File: config.mk
export PLATFORM = sky130hd
export DESIGN_NAME = fn_sw_deser_flat
export DESIGN_NICKNAME = d
export VERILOG_FILES = /design/src/rtl/fn_sw_pkg.sv /design/src/rtl/fn_sw_deser_if.sv /design/src/rtl/fn_sw_word_reg.sv /design/src/rtl/fn_sw_deser.sv /design/src/flat_wrapper.sv
export SDC_FILE = /design/constraint.sdc
export NUM_CORES = 1
export LEC_CHECK = 0
export BUFFER_PORTS_ARGS = -buffer_cell sky130_fd_sc_hd__buf_2
export CAP_MARGIN = 20
export CORE_ASPECT_RATIO = 0.9
export CORE_MARGIN = 8
export CORE_UTILIZATION = 54
export CTS_CLUSTER_DIAMETER = 30
export DETAILED_ROUTE_END_ITERATION = 12
export GPL_TIMING_DRIVEN = 0
export PLACE_DENSITY = 0.77
export SLEW_MARGIN = 20
export SYNTH_ARGS = -nofsm -noshare
export SYNTH_HDL_FRONTEND = slang
export SYNTH_SLANG_ARGS = --single-unit
File: constraint.sdc
create_clock -name clk -period 3.65 [get_ports clk]
set_input_delay 0.1825 -clock clk [delete_from_list [all_inputs] [get_ports clk]]
set_output_delay 0.1825 -clock clk [all_outputs]
set_load 0.1 [all_outputs]
File: src/rtl/fn_sw_pkg.sv
// Shared types for the function-switch deserializer: assembly state,
// default word width and the word record handed to the output register.
package fn_sw_pkg;

    localparam int DEF_WIDTH = 8;
    localparam int MAX_WIDTH = 32;
    localparam int MAX_CNT_W = 6;   // $clog2(MAX_WIDTH + 1)

    // EMPTY: no bits held; FILLING: partial word; FULL: complete word
    // parked because the output register is still occupied.
    typedef enum logic [1:0] {
        EMPTY   = 2'd0,
        FILLING = 2'd1,
        FULL    = 2'd2
    } asm_state_e;

    // Sized for the widest legal word; narrower instances zero the top bits.
    typedef struct packed {
        logic [MAX_WIDTH-1:0] data;
        logic [MAX_CNT_W-1:0] len;
        logic [MAX_CNT_W-1:0] ones;
        logic                 op;
        logic                 mixed;
    } word_t;

endpackage

File: src/rtl/fn_sw_deser_if.sv
// Bit-side and word-side signals of the deserializer.
//
// Handshake rule (both sides): a transfer happens on the rising clk edge
// where valid and ready are both 1. A source keeps valid and its payload
// stable until that edge; ready may depend combinationally on state but
// never on the same-cycle valid.
interface fn_sw_deser_if #(
    parameter int WIDTH = fn_sw_pkg::DEF_WIDTH,
    parameter int CNT_W = $clog2(WIDTH + 1)
);
    logic             bit_vld;
    logic             bit_in;
    logic             sel_in;
    logic             bit_rdy;
    logic             flush;
    logic             word_vld;
    logic             word_rdy;
    logic [WIDTH-1:0] word_data;
    logic [CNT_W-1:0] word_len;
    logic [CNT_W-1:0] word_ones;
    logic             word_op;
    logic             word_mixed;

    // Deserializer side.
    modport slave (
        input  bit_vld, bit_in, sel_in, flush, word_rdy,
        output bit_rdy, word_vld, word_data, word_len, word_ones, word_op, word_mixed
    );

    // Producer/consumer side.
    modport master (
        output bit_vld, bit_in, sel_in, flush, word_rdy,
        input  bit_rdy, word_vld, word_data, word_len, word_ones, word_op, word_mixed
    );
endinterface

File: src/rtl/fn_sw_word_reg.sv
// Output holding register: one word with valid/ready. It accepts a new
// word whenever it is empty or its current word leaves on this edge.
module fn_sw_word_reg
    import fn_sw_pkg::*;
(
    input  logic  clk,
    input  logic  rst_n,
    input  logic  load,
    input  word_t load_word,
    input  logic  rdy,
    output logic  vld,
    output word_t word,
    output logic  load_ok
);

    // Free slot this cycle: empty, or being drained at this edge.
    assign load_ok = !vld || rdy;

    // Hold the word until the consumer takes it; reload in the same edge.
    always_ff @(posedge clk or negedge rst_n) begin
        if (!rst_n) begin
            vld  <= 1'b0;
            word <= '0;
        end else if (load) begin
            vld  <= 1'b1;
            word <= load_word;
        end else if (rdy) begin
            vld  <= 1'b0;
        end
    end

endmodule

File: src/rtl/fn_sw_deser.sv
// Collects the switch's serial result bits into WIDTH-bit words, tagging
// each with its length, ones count, first-bit sel and a mixed-sel flag.
// An assembly register feeds an output register so bit collection keeps
// going while a finished word waits for the consumer.
module fn_sw_deser
    import fn_sw_pkg::*;
#(
    parameter int WIDTH = DEF_WIDTH,
    parameter int CNT_W = $clog2(WIDTH + 1)
) (
    input  logic                clk,
    input  logic                rst_n,
    fn_sw_deser_if.slave        bus,
    output asm_state_e          asm_state
);

    asm_state_e       state_q, state_d;
    logic [WIDTH-1:0] data_q, data_d;
    logic [CNT_W-1:0] idx_q, idx_d;
    logic [CNT_W-1:0] ones_q, ones_d;
    logic             op_q, op_d;
    logic             mixed_q, mixed_d;

    // Word as it stands after this cycle's bit (if any) is folded in.
    logic             accept;
    logic [WIDTH-1:0] w_data;
    logic [CNT_W-1:0] w_len;
    logic [CNT_W-1:0] w_ones;
    logic             w_op;
    logic             w_mixed;
    logic             complete;

    logic             load;
    logic             load_ok;
    word_t            load_word;
    word_t            out_word;
    logic             out_vld;
    logic             unused_out;

    assign bus.bit_rdy = (state_q != FULL);
    assign asm_state   = state_q;

    // Fold the incoming bit into the assembly word and decide the next state.
    always_comb begin
        accept  = bus.bit_vld && (state_q != FULL);
        w_data  = data_q | (WIDTH'(accept && bus.bit_in) << idx_q);
        w_len   = idx_q + CNT_W'(accept);
        w_ones  = ones_q + CNT_W'(accept && bus.bit_in);
        w_op    = op_q;
        w_mixed = mixed_q;
        if (accept) begin
            if (idx_q == '0) begin
                w_op    = bus.sel_in;
                w_mixed = 1'b0;
            end else begin
                w_mixed = mixed_q | (bus.sel_in != op_q);
            end
        end

        // FULL is already complete, so a flush there changes nothing.
        complete = (state_q == FULL) || (w_len == CNT_W'(WIDTH)) ||
                   (bus.flush && (w_len != '0));
        load     = complete && load_ok;

        state_d = state_q;
        data_d  = w_data;
        idx_d   = w_len;
        ones_d  = w_ones;
        op_d    = w_op;
        mixed_d = w_mixed;
        if (load) begin
            state_d = EMPTY;
            data_d  = '0;
            idx_d   = '0;
            ones_d  = '0;
            op_d    = 1'b0;
            mixed_d = 1'b0;
        end else if (complete) begin
            state_d = FULL;
        end else if (w_len != '0) begin
            state_d = FILLING;
        end else begin
            state_d = EMPTY;
        end
    end

    // Assembly state and word-in-progress registers.
    always_ff @(posedge clk or negedge rst_n) begin
        if (!rst_n) begin
            state_q <= EMPTY;
            data_q  <= '0;
            idx_q   <= '0;
            ones_q  <= '0;
            op_q    <= 1'b0;
            mixed_q <= 1'b0;
        end else begin
            state_q <= state_d;
            data_q  <= data_d;
            idx_q   <= idx_d;
            ones_q  <= ones_d;
            op_q    <= op_d;
            mixed_q <= mixed_d;
        end
    end

    // Widen the completed word into the shared record layout.
    always_comb begin
        load_word                  = '0;
        load_word.data[WIDTH-1:0]  = w_data;
        load_word.len[CNT_W-1:0]   = w_len;
        load_word.ones[CNT_W-1:0]  = w_ones;
        load_word.op               = w_op;
        load_word.mixed            = w_mixed;
    end

    fn_sw_word_reg u_word_reg (
        .clk       (clk),
        .rst_n     (rst_n),
        .load      (load),
        .load_word (load_word),
        .rdy       (bus.word_rdy),
        .vld       (out_vld),
        .word      (out_word),
        .load_ok   (load_ok)
    );

    assign bus.word_vld   = out_vld;
    assign bus.word_data  = out_word.data[WIDTH-1:0];
    assign bus.word_len   = out_word.len[CNT_W-1:0];
    assign bus.word_ones  = out_word.ones[CNT_W-1:0];
    assign bus.word_op    = out_word.op;
    assign bus.word_mixed = out_word.mixed;

    // Padding bits above WIDTH/CNT_W are always zero.
    assign unused_out = ^out_word;

endmodule

File: src/flat_wrapper.sv
// flat-port wrapper written by rule: the top's interface ports become plain ports
module fn_sw_deser_flat import fn_sw_pkg::*;
#(
    parameter int WIDTH = DEF_WIDTH,
    parameter int CNT_W = $clog2(WIDTH + 1)
)
  (clk, rst_n, asm_state, bus_bit_vld, bus_bit_in, bus_sel_in, bus_flush, bus_word_rdy, bus_bit_rdy, bus_word_vld, bus_word_data, bus_word_len, bus_word_ones, bus_word_op, bus_word_mixed);
  fn_sw_deser_if #(.WIDTH(WIDTH), .CNT_W(CNT_W)) bus_i ();
  input  logic clk;
  input  logic rst_n;
  output asm_state_e asm_state;
  input wire logic [$bits(bus_i.bit_vld)-1:0] bus_bit_vld;
  input wire logic [$bits(bus_i.bit_in)-1:0] bus_bit_in;
  input wire logic [$bits(bus_i.sel_in)-1:0] bus_sel_in;
  input wire logic [$bits(bus_i.flush)-1:0] bus_flush;
  input wire logic [$bits(bus_i.word_rdy)-1:0] bus_word_rdy;
  output wire logic [$bits(bus_i.bit_rdy)-1:0] bus_bit_rdy;
  output wire logic [$bits(bus_i.word_vld)-1:0] bus_word_vld;
  output wire logic [$bits(bus_i.word_data)-1:0] bus_word_data;
  output wire logic [$bits(bus_i.word_len)-1:0] bus_word_len;
  output wire logic [$bits(bus_i.word_ones)-1:0] bus_word_ones;
  output wire logic [$bits(bus_i.word_op)-1:0] bus_word_op;
  output wire logic [$bits(bus_i.word_mixed)-1:0] bus_word_mixed;
  assign bus_i.bit_vld = bus_bit_vld;
  assign bus_i.bit_in = bus_bit_in;
  assign bus_i.sel_in = bus_sel_in;
  assign bus_i.flush = bus_flush;
  assign bus_i.word_rdy = bus_word_rdy;
  assign bus_bit_rdy = bus_i.bit_rdy;
  assign bus_word_vld = bus_i.word_vld;
  assign bus_word_data = bus_i.word_data;
  assign bus_word_len = bus_i.word_len;
  assign bus_word_ones = bus_i.word_ones;
  assign bus_word_op = bus_i.word_op;
  assign bus_word_mixed = bus_i.word_mixed;
  fn_sw_deser #(.WIDTH(WIDTH), .CNT_W(CNT_W)) u_core (.clk(clk), .rst_n(rst_n), .bus(bus_i), .asm_state(asm_state));
endmodule
; Word level (Yosys, flattened, before mapping)
; Index checks and enable logic that the tools add are counted.
[totals]
out_inout_bits = 22
reg_bits = 39
[op_classes]
n_reduce_logical = 11
n_mux = 14
n_eq_ne = 4
n_bitwise = 2
n_shift = 1
add_sub_neg = 2
[ops]
columns = cell, n
row1 = $mux W1, 9
row2 = $add A4 B1 Y4, 2
row3 = $mux W4, 2
row4 = $mux W8, 1
row5 = $or A8 B8 Y8, 1
row6 = $shl A1 B4 Y8, 1
row7 = $eq A4 B4 Y1 const B, 1
row8 = $logic_and A1 B1 Y1, 4
row9 = $logic_not A4 Y1, 1
row10 = $mux W2, 2
row11 = $reduce_bool A4 Y1, 1
row12 = $logic_or A1 B1 Y1, 3
row13 = $eq A2 B2 Y1 const B, 1
row14 = $ne A2 B2 Y1 const B, 1
row15 = $reduce_bool A2 Y1, 1
row16 = $logic_not A1 Y1, 1
row17 = $ne A1 B1 Y1, 1
row18 = $or A1 B1 Y1, 1

; Logic depth before layout (Yosys ltp)
[logic_depth]
depth_word = 8
mapped_depth = 11
mapped_depth_nobuf = 8

; Modules after synthesis
; Synthesis repeated with hierarchy kept, for this count alone.
[hier_totals]
hier_cells = 182
area_unflattened_um2 = 2819.0
[by_module_without_submodules]
columns = mod, cells_each, instances, area_per_inst_um2
row1 = fn_sw_word_reg, 100, 1, 1865.5
row2 = fn_sw_deser, 82, 1, 953.4

; Worst setup path after synthesis
; No wires, ideal clock.
[synth_path]
kind = register to register
from = reg u_core.state_q[0] (netlist: u_core.asm_state[0])
to = reg u_core.u_word_reg.word[3] (netlist bit)
setup_ns = 0.128
stages_incl_launch_ff = 10
t_required_ns = 3.522
slack_ns = -0.571
arrival_ns = 4.093
path_cell_list = dfrtp_1 > nand2b_1 > clkbuf_1 > and2_1 > ha_1 > ha_1 > o311a_1 > a311oi_4 > buf_6 > mux2_1
[synth_rtl]
columns = item, line
row1 = "start, declared", fn_sw_deser.sv:17  ; asm_state_e state_q, state_d;
row2 = "start signal, assigned", fn_sw_deser.sv:97  ; state_q <= state_d;
row3 = "end signal, assigned", fn_sw_word_reg.sv:26  ; word <= load_word;
row4 = "end, declared", fn_sw_word_reg.sv:12  ; output word_t word,

==> results.md <==
- Global-route wire length before repair: 5480 um
- Starting Density: 0.551
- Synth warn: 0
- Worst path top cell family by delay: compound AO/OA/AOI/OAI gates
- Setup WS post-layout: 595 ps
- Core area: 3000 um^2
- Share of synthesized registers carrying an async set or reset: 1.00
- WS Path Type: reg -> reg
- Worst Path Arrival: 3290 ps
- Crit path max fanout: 10
- CTS tree: built
- Syn avg cell area: 12.3 um^2
- Post-synthesis cell count: 134
- Placed cell areas: 1850 um^2
- IO Pins: 29
- Post-route DRC: 0
- Fin crit share: 0.837
- Buffer count from post-CTS setup fixing: 0
- CTS max path bufs: 2
- Drt initial violations: 53
- Final instance area: 1910 um^2
- Initial antenna violation count: 0
- Synth Cell Area: 1650 um^2
- Fin Setup TNS: 0 ps
- Area added between synthesis and finish: 15.7%
- Seq/Total Area, Yosys: 0.591
- Reg area: 978 um^2
- DRT Wirelength: 3140 um
- Port buffer count: 28
- Antenna viol nets, final: 0
- Final hold vios: 0
- Slew Viols, Final: 0
- Area of the multi-input gates: 589 um^2
- Critical Path RT: 3890 ps
- Crit-path cells: nand2b_1 > clkbuf_2 > and2_1 > ha_1 > ha_1 > o311a_1 > a311oi_4 > buf_6 > mux2_1
- Slowest cell on the critical path: a311oi_4
- RSZ-0062 raised after global routing: false
- F_max: 327 MHz
- Startpoint types: flip-flop
- Routed len/inst: 14.7 um
- Synth cell count leaders: dfrtp_1, nor2_1, inv_1
- Post-Syn Nets: 145
- CTS root buf: clkbuf_4
- Total number of vias: 1,097
- Worst hold path class: in -> reg
- Clock Latency Late Sink: 350 ps
- Post-CTS sizing: 0
- FILL cells: 262
- Chip height: 68.5 um
- Yosys reg bits: 39
- Row count: 19
- Top cell type's share of synthesized area: 0.591
- Routed vias/inst: 5.15
- H-tree depth: 2
- Worst-Margin Slew: 817 ps
- Largest cells by area after synthesis: dfrtp_1, mux2i_1, mux2_2, nor2_1, inv_1
- DIE WIDTH: 74.3 um
- DP Worst Slack: 625 ps
- Final Setup Violations: 0
- Status: complete, no violations
- Gr usage total: 0.145
- Clock skew: 12.9 ps
- Total CTS buffers: 5
- Die area: 5090 um^2
- Minimum clock period: 3050 ps
- Netlist cell types: 28
- Sink Count: 39
- Kind of end point of the critical path: flip-flop
- Buf+Inv Stages, Crit Path: 2
- Nets@finish: 181
- Slew headroom: 0.455
- Final GP Congestion: 0.823
- Most used DFF post-synth: dfrtp_1
- Most common cell in the netlist: dfrtp_1
- Grt ovf: 0
- DP HPWL: 2310 um
- Most frequent CP cell: ha_1
- Antenna diodes: 0
- Number of synthesized flops with an enable pin: 0
- MaxCap Viol Count: 0
- Drt first pass iters: 4
- Final core utilization: 0.638
- Dominant cell type by area after synthesis: dfrtp_1
- CP peak stage delay: 470 ps
- Vias in the first global route: 1,182
- Largest net degree at the start of global routing: 40
- Layout cells sized above 1: 0.287
- Clock-pin slew on the worst setup and hold paths: 110 ps
==> registers in the layout, indices dropped and copies added, names as in the netlist <==
| name | flops |
|---|---|
| u_core.u_word_reg.vld | 1 |
| u_core.u_word_reg.word | 18 |
| u_core.op_q | 1 |
| u_core.idx_q | 4 |
| u_core.mixed_q | 1 |
| u_core.data_q | 8 |
| u_core.ones_q | 4 |
| u_core.asm_state | 2 |
==> final cells by class <==
type	count	share of cell area
inverter	14	0.0275
sequential	39	0.512
multi-input combinational	76	0.308
tap	42	0.0275
clock inverter	3	0.00786
clock buffer	5	0.0196
timing repair buffer	29	0.0786
buffer	5	0.0183
==> what timing repair did <==
action | CTS | global route
endpoints found under the hold margin | 39 | 0
hold buffers | 1 | 0
endpoints found under the setup margin | 0 | 0
==> kinds of logic after synthesis <==
logic type / count (synthesis) / share of synthesized area
muxes: 19 / 0.120
AOI/OAI and AO/OA: 14 / 0.0780
buffers and inverters: 19 / 0.0523
DFF: 39 / 0.591
xor gates and xnor gates: 6 / 0.0318
adders and majority gates: 4 / 0.0303
and+or+nand+nor: 33 / 0.0962
==> metal layers <==
| layer | up-vias | wire (um) | track usage |
|---|---|---|---|
| met5 | - | 0 | 0 |
| met4 | 0 | 55 | 0.0854 |
| met3 | 7 | 139 | 0.0395 |
| met2 | 24 | 1580 | 0.239 |
| met1 | 541 | 1360 | 0.167 |
| li1 | 525 | - | - |
==> final timing paths <==
| path | start | endpoint | slack, ps | cells past startpoint |
|---|---|---|---|---|
| min in group asynchronous | rst_n | u_core.u_word_reg.word[16] | 450 | 2 |
| max in group asynchronous | rst_n | u_core.asm_state[0] | 2630 | 2 |
| max | u_core.asm_state[0] | u_core.u_word_reg.word[3] | 600 | 9 |
| min | bus_word_rdy | u_core.asm_state[1] | 100 | 3 |
| min reg2reg | u_core.data_q[0] | u_core.data_q[0] | 490 | 2 |
| max reg2reg | u_core.asm_state[0] | u_core.u_word_reg.word[3] | 600 | 9 |
==> layout by cell type (no fill, tap or decap), drive strengths merged, types with 2 or more instances in the layout <==
master   n
nor2    17
inv     14
a41oi    5
a31oi    3
clkbuf   7
buf     31
xor2     4
nand3    2
clkinv   3
nand2b   2
ha       4
nor2b    6
mux2     7
xnor2    2
mux2i   12
nor3     2
dfrtp   39
==> tightest hold or removal path: stages <==
cell      delay [ps]
buf_2             90
nand2b_1         110
nor2_1            50
==> metrics by stage <==
step	hold WS, ps	instances
3_5_place_dp	329	204
6_report	98.4	213
3_3_place_gp	320	204
5_1_grt	109	213
2_1_floorplan	-113	134
4_1_cts	80.0	213
Power is left out: the tool's default activity adds up to more than one toggle a clock period on the data nets, which glitch-free logic cannot reach.
